$ cat config.mk
export PLATFORM = sky130hd
export DESIGN_NAME = instr_feeder_flat
export DESIGN_NICKNAME = d
export VERILOG_FILES = /design/src/rtl/instr_feeder_if.sv /design/src/rtl/instr_feeder.sv /design/src/flat_wrapper.sv
export SDC_FILE = /design/constraint.sdc
export NUM_CORES = 1
export LEC_CHECK = 0
export CORE_UTILIZATION = 50
export CTS_BUF_LIST = sky130_fd_sc_hd__clkbuf_16
export DETAILED_ROUTE_END_ITERATION = 8
export PLACE_DENSITY = 0.9
export SLEW_MARGIN = 20
export SYNTH_ARGS = -nofsm -noshare
export SYNTH_HDL_FRONTEND = slang
export SYNTH_SLANG_ARGS = --single-unit
export TNS_END_PERCENT = 20
$ cat constraint.sdc
create_clock -name clk -period 3.3 [get_ports clk]
set_clock_uncertainty 0.1 [all_clocks]
set_input_delay 0.66 -clock clk [delete_from_list [all_inputs] [get_ports clk]]
set_output_delay 0.66 -clock clk [all_outputs]
set_load 0.02 [all_outputs]
$ cat src/rtl/instr_feeder_if.sv
// Bus between the instruction feeder, its program ROM and the processor.
// master = feeder side, slave = ROM/processor side.
interface instr_feeder_if #(
    parameter int ADDR_W = 5,
    parameter int DATA_W = 9
);
    logic [ADDR_W-1:0] rom_addr;
    logic [DATA_W-1:0] rom_data;
    logic [3:0]        cpu_state;
    logic              cpu_done;
    logic [DATA_W-1:0] din;
    logic              run;

    modport master (
        output rom_addr, din, run,
        input  rom_data, cpu_state, cpu_done
    );

    modport slave (
        input  rom_addr, din, run,
        output rom_data, cpu_state, cpu_done
    );
endinterface

$ cat src/rtl/instr_feeder.sv
// instr_feeder: walks a PC over a synchronous program ROM, presents each
// instruction word on the processor DIN, pulses run for one cycle, supplies
// the mvi immediate, skips NOPs and stops on HALT.
module instr_feeder #(
    parameter int ADDR_W = 5,
    parameter int DATA_W = 9,
    parameter int CNT_W  = 8
) (
    input  logic              clk,
    input  logic              rst_n,
    input  logic              en,
    instr_feeder_if.master    bus,
    output logic [ADDR_W-1:0] pc,
    output logic              halted,
    output logic [CNT_W-1:0]  retired
);
    localparam logic [3:0] CPU_FETCH = 4'b0001;
    localparam logic [2:0] OP_MVI    = 3'b001;
    localparam logic [2:0] OP_HALT   = 3'b111;

    typedef enum logic [3:0] {
        S_IDLE,
        S_ADDR,
        S_CAP,
        S_PRES,
        S_RUN,
        S_IMM_ADDR,
        S_IMM_CAP,
        S_WAIT_DONE,
        S_HALT
    } state_t;

    state_t            state_q;
    logic [ADDR_W-1:0] pc_q;
    logic [ADDR_W-1:0] pc_d;
    logic [ADDR_W-1:0] pc_plus1;
    logic [DATA_W-1:0] din_q;
    logic              halted_q;
    logic              mvi_q;     // current instruction is mvi (din is later overwritten by the immediate)
    logic              stall_q;   // processor left fetch while in RUN; PRES must be repeated
    logic [CNT_W-1:0]  retired_q;
    logic [CNT_W-1:0]  retired_d;
    logic              fetch_ok;
    logic [2:0]        op;
    logic              is_nop;

    assign pc_plus1 = pc_q + ADDR_W'(1);
    assign fetch_ok = (bus.cpu_state == CPU_FETCH);
    assign op       = din_q[8:6];
    assign is_nop   = op[2] && (op != OP_HALT);

    // Completion values: mvi consumes two words, retire count saturates at all-ones
    always_comb begin
        pc_d      = mvi_q ? (pc_q + ADDR_W'(2)) : pc_plus1;
        retired_d = (&retired_q) ? retired_q : (retired_q + CNT_W'(1));
    end

    // Sequencer: fetch, present, issue, immediate supply and completion tracking
    always_ff @(posedge clk or negedge rst_n) begin
        if (!rst_n) begin
            state_q   <= S_IDLE;
            pc_q      <= '0;
            din_q     <= '0;
            halted_q  <= 1'b0;
            mvi_q     <= 1'b0;
            stall_q   <= 1'b0;
            retired_q <= '0;
        end else begin
            case (state_q)
                S_IDLE: begin
                    if (en) state_q <= S_ADDR;
                end
                S_ADDR: begin
                    state_q <= S_CAP;
                end
                S_CAP: begin
                    din_q   <= bus.rom_data;
                    state_q <= S_PRES;
                end
                S_PRES: begin
                    // Decode only once the processor is in fetch and has seen din
                    if (fetch_ok) begin
                        if (op == OP_HALT) begin
                            halted_q <= 1'b1;
                            state_q  <= S_HALT;
                        end else if (is_nop) begin
                            pc_q    <= pc_plus1;
                            state_q <= S_ADDR;
                        end else begin
                            mvi_q   <= (op == OP_MVI);
                            state_q <= S_RUN;
                        end
                    end
                end
                S_RUN: begin
                    if (!fetch_ok) begin
                        stall_q <= 1'b1;
                    end else if (stall_q) begin
                        stall_q <= 1'b0;
                        state_q <= S_PRES;
                    end else begin
                        state_q <= mvi_q ? S_IMM_ADDR : S_WAIT_DONE;
                    end
                end
                S_IMM_ADDR: begin
                    state_q <= S_IMM_CAP;
                end
                S_IMM_CAP: begin
                    din_q   <= bus.rom_data;
                    state_q <= S_WAIT_DONE;
                end
                S_WAIT_DONE: begin
                    if (bus.cpu_done) begin
                        pc_q      <= pc_d;
                        retired_q <= retired_d;
                        state_q   <= en ? S_ADDR : S_IDLE;
                    end
                end
                S_HALT: begin
                    state_q <= S_HALT;
                end
                default: begin
                    state_q <= S_IDLE;
                end
            endcase
        end
    end

    // ROM address looks one word ahead only while fetching the immediate
    assign bus.rom_addr = (state_q == S_IMM_ADDR) ? pc_plus1 : pc_q;
    assign bus.run      = (state_q == S_RUN) && fetch_ok && !stall_q;
    assign bus.din      = din_q;
    assign pc           = pc_q;
    assign halted       = halted_q;
    assign retired      = retired_q;
endmodule

$ cat src/flat_wrapper.sv
// flat-port wrapper written by rule: the top's interface ports become plain ports
module instr_feeder_flat 
#(
    parameter int ADDR_W = 5,
    parameter int DATA_W = 9,
    parameter int CNT_W  = 8
)
  (clk, rst_n, en, pc, halted, retired, bus_rom_addr, bus_din, bus_run, bus_rom_data, bus_cpu_state, bus_cpu_done);
  instr_feeder_if #(.ADDR_W(ADDR_W), .DATA_W(DATA_W)) bus_i ();
  input  logic clk;
  input  logic rst_n;
  input  logic en;
  output logic [ADDR_W-1:0] pc;
  output logic halted;
  output logic [CNT_W-1:0] retired;
  output wire logic [$bits(bus_i.rom_addr)-1:0] bus_rom_addr;
  output wire logic [$bits(bus_i.din)-1:0] bus_din;
  output wire logic [$bits(bus_i.run)-1:0] bus_run;
  input wire logic [$bits(bus_i.rom_data)-1:0] bus_rom_data;
  input wire logic [$bits(bus_i.cpu_state)-1:0] bus_cpu_state;
  input wire logic [$bits(bus_i.cpu_done)-1:0] bus_cpu_done;
  assign bus_rom_addr = bus_i.rom_addr;
  assign bus_din = bus_i.din;
  assign bus_run = bus_i.run;
  assign bus_i.rom_data = bus_rom_data;
  assign bus_i.cpu_state = bus_cpu_state;
  assign bus_i.cpu_done = bus_cpu_done;
  instr_feeder #(.ADDR_W(ADDR_W), .DATA_W(DATA_W), .CNT_W(CNT_W)) u_core (.clk(clk), .rst_n(rst_n), .en(en), .bus(bus_i), .pc(pc), .halted(halted), .retired(retired));
endmodule
======== Word-level counts from Yosys, hierarchy flattened ========
Index checks and enable logic that the tools add are counted.
word-level totals
  flip-flop bits (word level) ............. 29
  logic and storage cells ................. 62
  input bits .............................. 17
operators by class
  add/sub/neg operators ................... 3
  reduce and logical (&&, ||, !) cells .... 13
  bitwise logic cells ..................... 3
  eq/ne operators ......................... 18
  multiplexer cells ....................... 18
operators by type and width
  cell                                                                    count
  4-bit one-hot mux with 9 select lines                                   1
  5-bit two-way mux                                                       6
  4-bit two-way mux                                                       6
  4-bit by 3-bit equality test with 1-bit output (second input constant)  4
  5-bit one-hot mux with 2 select lines                                   1
  8-bit by 1-bit adder with 8-bit output (second input constant)          1
  4-bit by 1-bit equality test with 1-bit output (second input constant)  2
  4-bit by 2-bit equality test with 1-bit output (second input constant)  2
  4-bit AND reduction                                                     2
  8-bit AND reduction                                                     1
  2-bit by 1-bit != test with 1-bit output (second input constant)        3
  2-bit != test (second input constant)                                   3
  3-bit AND reduction                                                     2
  5-bit by 1-bit adder with 5-bit output (second input constant)          1
  5-bit by 2-bit adder with 5-bit output (second input constant)          1
  5-bit AND reduction                                                     1
  4-bit equality test (second input constant)                             1
  4-bit logical NOT                                                       1
  3-bit by 1-bit equality test with 1-bit output (second input constant)  1
  3-bit equality test (second input constant)                             1
  1-bit logical AND                                                       3
  3-bit two-way mux                                                       1
  3-bit != test (second input constant)                                   1
  1-bit NOT                                                               3
  5 further kinds                                                         6

======== Depth between registers and ports, before layout ========
Gate-level depths: netlist of the first run.
  depth after elaboration ................. 6
  depth in mapped cells ................... 6

======== Worst setup path before layout of the first run ========
Ideal clock, no wire load.
  path type ............................... register -> output
  from .................................... reg u_core.state_q[0]
  to ...................................... out bus_rom_addr[4]
  stages on the path, launching flop included .. 5
  path slack .............................. 1035 ps
  required time ........................... 2540 ps
  data arrival time ....................... 1505 ps
  cell sequence ........................... dfrtp_1 -> buf_1 -> and4bb_1 -> nand4_1 -> xnor2_1
on the way
  cells in the longest elaborated chain, start to end .. 2
ends and longest elaborated chain
  what                                            RTL line             RTL
  from (decl)                                     instr_feeder.sv:33   state_t state_q;
  from (signal assigned)                          instr_feeder.sv:102  state_q <= mvi_q ? S_IMM_ADDR : S_WAIT_DONE;
  from (signal assigned)                          instr_feeder.sv:116  state_q <= en ? S_ADDR : S_IDLE;
  4-bit by 3-bit equality test with 1-bit output  instr_feeder.sv:130  assign bus.rom_addr = (state_q == S_IMM_ADDR) ? pc_plus1 : pc_q;
  5-bit two-way mux                               instr_feeder.sv:130
  to (decl)                                       flat_wrapper.sv:16   output wire logic [$bits(bus_i.rom_addr)-1:0] bus_rom_addr;
Every way passes these cells.

======== Worst setup path after layout of the first run ========
  from .................................... in bus_cpu_state[1]
  to ...................................... out bus_run
on the way
  cells in the longest elaborated chain, start to end .. 3
ends and longest elaborated chain
  what                                            RTL line             RTL
  from (decl)                                     flat_wrapper.sv:20   input wire logic [$bits(bus_i.cpu_state)-1:0] bus_cpu_state;
  4-bit by 1-bit equality test with 1-bit output  instr_feeder.sv:48   assign fetch_ok = (bus.cpu_state == CPU_FETCH);
  1-bit logical AND (2 in series)                 instr_feeder.sv:131  assign bus.run = (state_q == S_RUN) && fetch_ok && !stall_q;
  to (decl)                                       flat_wrapper.sv:18   output wire logic [$bits(bus_i.run)-1:0] bus_run;
Every way passes these cells.

==> run metrics, run 1 <==
nets@finish=212; post-synthesis sequential area ratio=45.5%; routed wire length per instance=16.0 µm; cell taking the most area after synthesis=dfrtp_1; layout cells sized above 1=15.0%; CP Launch Type=input pin; final antenna-violating net count=0; die area=3420 µm²; Sequential Power Share=30.2%; Vias=1325; most common cell after layout, fill and taps aside=clkdlybuf4s50_1; clock network fraction of total power=25.4%; gr ovfl total=0; area grow syn2layout=42.2%; switching share of power=37.4%; vias in the first global route=1354; # IOs=46; Antenna diodes=0; Final Cycle Share=92.1%; post-synthesis mux area share=9.81%; FFs w/ async S/R, synth=100%; slowest cell on the critical path=clkdlybuf4s50_1; CP endpoint kind=output port; mean area per synthesized cell=11.1 µm²; Tot Pwr=2.33 mW; setup TNS=0 ns; critical path peak fanout=2; worst vdd ir=0.606 mV; first-pass detailed-route iteration total=4; XOR/XNOR share of the synthesized area=7.69%; largest net degree at the start of global routing=30; largest family of logic cells by synthesized area=simple AND/OR/NAND/NOR gates; Synth Instances=144; Sink Count=29; hold_buf cts=0; Post-Synth Simple-Gate Area=19.6%; relative slew slack=45.9%; I/O Buffers=45; post-synthesis sequential element count=29; Max-Cap Viols=0; Min Clock Period, post-route=3.04 ns; Total Wirelength=3.78 mm; cts bufs inserted=5; Syn. warnings=0; Critical Path AT=2.28 ns; DRT iter0 DRCs=60; NetSw=0.871 mW; CP dominant cell by count=clkdlybuf4s50_1; Detail Placement HPWL=2.63 mm; Root Driver=clkbuf_16; crit-path max cell delay=0.62 ns; Final Max Slew Viols=0; combinational share of power=44.4%; post-synthesis compound-gate area fraction=12.1%; RSZ-0062 raised after global routing=no; Crit path required time=2.54 ns; first-pass GRT wire length=6.46 mm; postcts setup bufs=0; gp weighted congestion=0.792; # resized after CTS=0; status=finished clean; num rows=20; Total GRT Usage=26.3%; Synthesized Nets=164; Adder-Cell Fraction of Synth Area=2.35%; Setup Crit Path Kind=in -> out; core area=3030 µm²; CTS tree=done; DRC viols=0; Synth area leaders=dfrtp_1 46%, mux2_2 9.2%, xor2_1 5.5%, ha_1 2.4%, nand3_1 2.2%; deepest clock path buffer count=2; Core Util, Final=74.8%; most common flop cell mapped by yosys=dfrtp_1; Die Span X=58.5 µm; Least-Margin Pin Slew=0.812 ns; initial antenna violation count=0; Yosys top cell area share=45.5%; Die Ht=58.5 µm; Internal Pwr Total=1.46 mW; clock-pin transition on the worst setup and hold timing paths=0.05 ns; min-delay worst type=reg -> reg; via/cell ratio=5.59; most frequent cells in the layout=45 x clkdlybuf4s50_1, 29 x dfrtp_1, 13 x mux2_2; Clock Latency Late Sink=0.28 ns; Highest Clock Rate=329 MHz; Initial Utilization=52.6%; Pwr per Cell Area=1030 nW/µm²; htree depth=2; Lkg Pwr=0.940 nW; unique cell type count in the Yosys netlist=43; Final Hold Fails=0; number of flops mapped to enable cells by yosys=0; Final setup violation count=0; sequence of cells on the critical path=clkdlybuf4s50_1 -> nor4b_2 -> nand2_1 -> nor2_1 -> clkdlybuf4s50_1; cell area after synthesis=1590 µm²
## metal layers
layer  global-route usage, %  vias up  part of all wire, %
met5                       0        -                    0
met2                    44.3       55                   51
met3                    9.89        8                  7.5
met4                    10.2        0                  1.9
met1                    30.3      641                   40
li1                        -      621                    -
## cell families (layout without fill, tap and decap cells)
| family | after synthesis | count (layout) |
|---|---|---|
| AO/OA/AOI/OAI | 24 | 24 |
| XOR/XNOR | 14 | 14 |
| adder cells (fa/ha/maj) | 3 | 3 |
| buffers and inverters | 8 | 57 |
| flip-flops | 29 | 29 |
| multiplexers | 14 | 14 |
| AND/OR/NAND/NOR | 52 | 52 |
## power groups by stage
stage | Sequential (mW) | Combinational [mW] | Clock, mW
3_3_place_gp | 0.690 | 0.982 | 0
2_1_floorplan | 0.755 | 0.557 | 0
6_report | 0.703 | 1.03 | 0.591
3_5_place_dp | 0.704 | 1.02 | 0
4_1_cts | 0.701 | 1.04 | 0.594
5_1_grt | 0.734 | 1.12 | 0.611
## synth_stat cells, types with 2 or more instances
cell type	instances
a21oi_1	6
a2bb2oi_1	2
a31oi_1	2
buf_6	2
clkbuf_1	2
dfrtp_1	29
ha_1	3
inv_1	2
mux2_2	13
nand2_1	9
nand2b_1	4
nand3_1	7
nand4_1	3
nor2_1	6
nor2b_1	3
nor3_1	6
nor3b_1	3
nor4_1	2
o21ai_0	4
xnor2_1	4
xor2_1	10
## through the flow
step                setup slack, ns  instance area [µm²]  std cells  hold slack (ns)
floorplan                      1.03                 1590        144            0.264
global placement              0.341                 2080        229            0.362
detailed placement            0.262                 2080        229            0.378
CTS                           0.251                 2270        237            0.388
global route                  0.125                 2270        237            0.406
finish                        0.262                 2270        237            0.391
## worst max-delay path: cells and delay by family
family                 cells  cell delay [ns]
buffers and inverters      2             1.06
AND/OR/NAND/NOR            3             0.57
## state kept, by name, summed over array words and instances (netlist names)
register	flops
u_core.bus.din	9
u_core.halted	1
u_core.mvi_q	1
u_core.pc	5
u_core.retired	8
u_core.stall_q	1
u_core.state_q	4
## worst paths after layout
| check | start | endpoint | slack [ns] | cells past startpoint |
|---|---|---|---|---|
| max | bus_cpu_state[1] | bus_run | 0.26 | 5 |
| min reg2reg | u_core.halted$_DFFE_PN0P_ | u_core.halted$_DFFE_PN0P_ | 0.39 | 1 |
| max in group asynchronous | rst_n | u_core.mvi_q$_DFFE_PN0P_ | 2.15 | 2 |
| min | u_core.halted$_DFFE_PN0P_ | u_core.halted$_DFFE_PN0P_ | 0.39 | 1 |
| min in group asynchronous | rst_n | u_core.state_q[3]$_DFFE_PN0P_ | 0.68 | 2 |
| max reg2reg | u_core.state_q[2]$_DFFE_PN0P_ | u_core.retired[7]$_DFFE_PN0P_ | 1.25 | 4 |
## cell type report
type                    count  area, µm²
fillers                   204        762
flip-flops and latches     29        726
well taps                  44       55.1
clock inverters             3       65.1
inverters                   2       7.51
multi-input cells         107        822
repair buffers             47        465
clock buffers               5        125
Note: power is estimated with default switching activity, not from simulation.
==> run 2, diff against run 1 <==
--- a/config.mk
+++ b/config.mk
@@ -5,10 +5,11 @@
 export SDC_FILE = /design/constraint.sdc
 export NUM_CORES = 1
 export LEC_CHECK = 0
-export CORE_UTILIZATION = 50
+export CORE_UTILIZATION = 47
 export CTS_BUF_LIST = sky130_fd_sc_hd__clkbuf_16
 export DETAILED_ROUTE_END_ITERATION = 8
-export PLACE_DENSITY = 0.9
+export GPL_TIMING_DRIVEN = 0
+export PLACE_DENSITY = 0.85
 export SLEW_MARGIN = 20
 export SYNTH_ARGS = -nofsm -noshare
 export SYNTH_HDL_FRONTEND = slang
==> constraint.sdc (replaced) <==
create_clock -name clk -period 3.1 [get_ports clk]
set_clock_uncertainty 0.1 [all_clocks]
set_input_delay 0.62 -clock clk [delete_from_list [all_inputs] [get_ports clk]]
set_output_delay 0.62 -clock clk [all_outputs]
set_load 0.02 [all_outputs]
==> run metrics, run 2 (synthesized netlist as in run 1, its figures left out) <==
status=finished clean (unchanged); Die Ht=60.2 µm (was 58.5 µm); Placed Cells=233 (was 229); num rows=20 (unchanged); Least-Margin Pin Slew=0.654 ns (was 0.812 ns); sequence of cells on the critical path=clkdlybuf4s50_1 -> nor4b_2 -> nand2_1 -> nor2_1 -> clkdlybuf4s50_1 (unchanged); Final setup violation count=0 (unchanged); final instance area=2230 µm² (was 2270 µm²); Root Driver=clkbuf_16 (unchanged); Tot Pwr=2.32 mW (was 2.33 mW); CP dominant cell by count=clkdlybuf4s50_1 (unchanged); FILL cells=244 (was 204); CP delay by family, top=buffers and inverters (unchanged); Die Span X=60.2 µm (was 58.5 µm); htree depth=2 (unchanged); CP Launch Type=input pin (unchanged); Setup Crit Path Kind=in -> out (unchanged); CTS tree=done (unchanged); RSZ-0062 raised after global routing=no (unchanged); Final Cycle Share=95.7%; Min Clock Period, post-route=2.97 ns; Pwr per Cell Area=1040 nW/µm² (was 1030 nW/µm²); most frequent cells in the layout=44 x clkdlybuf4s50_1, 29 x dfrtp_1, 13 x mux2_2 (was 45 x clkdlybuf4s50_1, 29 x dfrtp_1, 13 x mux2_2); Sink Count=29 (unchanged); # IOs=46 (unchanged); worst vdd ir=0.692 mV (was 0.606 mV); max reg flops=9 (unchanged); initial antenna violation count=0 (unchanged); gp weighted congestion=0.901 (was 0.792); Final Hold Fails=0 (unchanged); fin worst setup slack=0.132 ns (was 0.262 ns); Core Util, Final=71.4% (was 74.8%); deepest clock path buffer count=2 (unchanged); Max-Cap Viols=0 (unchanged); Crit path required time=2.38 ns (was 2.54 ns); die area=3630 µm² (was 3420 µm²); routed wire length per instance=15.5 µm (was 16.0 µm); gr ovfl total=0 (unchanged); slowest cell on the critical path=clkdlybuf4s50_1 (unchanged); most common cell after layout, fill and taps aside=clkdlybuf4s50_1 (unchanged); core area=3130 µm² (was 3030 µm²); dpl cell area=2090 µm² (was 2080 µm²); via/cell ratio=5.56 (was 5.59); min-delay worst type=in -> async (was reg -> reg); relative slew slack=56.4% (was 45.9%); Lkg Pwr=0.931 nW (was 0.940 nW); clock-pin transition on the worst setup and hold timing paths=0.05 ns (about the same); Initial Utilization=51.0% (was 52.6%); DRC viols=0 (unchanged); Final Max Slew Viols=0 (unchanged); Detail Placement HPWL=2.60 mm (was 2.63 mm); hold slack=0.278 ns (was 0.391 ns); vias in the first global route=1368 (was 1354); dpl ws=0.134 ns (was 0.262 ns); Total Wirelength=3.73 mm (was 3.78 mm); final antenna-violating net count=0 (unchanged); cts bufs inserted=5 (unchanged); CP endpoint kind=output port (unchanged); Total GRT Usage=23.7% (was 26.3%); Final Non-Filler Cells=240 (was 237); largest net degree at the start of global routing=30 (unchanged); Buf/Inv on CP=2 (unchanged); Highest Clock Rate=337 MHz; hold_buf cts=0 (unchanged); nets@finish=215 (was 212); Clock Latency Late Sink=0.27 ns (was 0.28 ns); Antenna diodes=0 (unchanged); first-pass GRT wire length=6.20 mm (was 6.46 mm); layout cells sized above 1=16.3% (was 15.0%); setup TNS=0 ns (unchanged); I/O Buffers=45 (unchanged); first-pass detailed-route iteration total=4 (unchanged); critical path peak fanout=2 (unchanged); DRT iter0 DRCs=41 (was 60); Critical Path AT=2.25 ns (was 2.28 ns); crit-path max cell delay=0.61 ns (was 0.62 ns); area grow syn2layout=40.2% (was 42.2%); Vias=1335 (was 1325)
[run 2: path summary, 6_finish.rpt]
kind	start	to	slack, ns	cells after the start
worst min-delay path	rst_n	u_core.retired[6]$_DFFE_PN0P_	0.28	1
worst max register to register	u_core.state_q[1]$_DFFE_PN0P_	u_core.mvi_q$_DFFE_PN0P_	1.19	4
worst max-delay path	bus_cpu_state[1]	bus_run	0.13	5
worst min register to register	u_core.halted$_DFFE_PN0P_	u_core.halted$_DFFE_PN0P_	0.38	1
max in group asynchronous	rst_n	u_core.state_q[0]$_DFFE_PN0P_	2.20	1
min in group clk	u_core.halted$_DFFE_PN0P_	u_core.halted$_DFFE_PN0P_	0.38	1
[run 2: worst register-to-register path: stages (launching register included)]
cell and delay (ns):
dfrtp_1 0.41, clkbuf_1 0.36, nand3b_2 0.28, nor4_1 0.28, mux2_2 0.37
[run 2: what timing repair did]
item,4_1_cts,5_1_grt
gates resized for setup,0,4
pin swaps,0,0
endpoints found under the setup margin,1,4
setup buffers,0,0
[run 2: report_power, final]
| group | internal (mW) | total, mW | switching (mW) | leakage, nW |
|---|---|---|---|---|
| registers | 0.526 | 0.722 | 0.197 | 0.361 |
| clock network | 0.290 | 0.448 | 0.158 | 0.0748 |
| logic | 0.585 | 1.15 | 0.560 | 0.495 |
| total | 1.40 | 2.32 | 0.915 | 0.931 |
[run 2: per-layer routing]
layer	part of all wire [%]	vias to the layer above	track usage (%)
li1	-	629	-
met1	41	647	26.4
met2	50	53	40.5
met3	8.1	6	9.74
met4	1.3	0	8.31
met5	0	-	0
[run 2: final cells by class]
| type | count | area (µm²) | area share [%] |
|---|---|---|---|
| Buffer | 5 | 36.3 | 1.62 |
| Sequential cell | 29 | 726 | 32.5 |
| Timing Repair Buffer | 45 | 445 | 19.9 |
| Inverter | 2 | 7.51 | 0.336 |
| Clock inverter | 3 | 13.8 | 0.616 |
| Clock buffer | 5 | 125 | 5.60 |
| Multi-Input combinational cell | 107 | 826 | 37.0 |
| Tap cell | 44 | 55.1 | 2.46 |
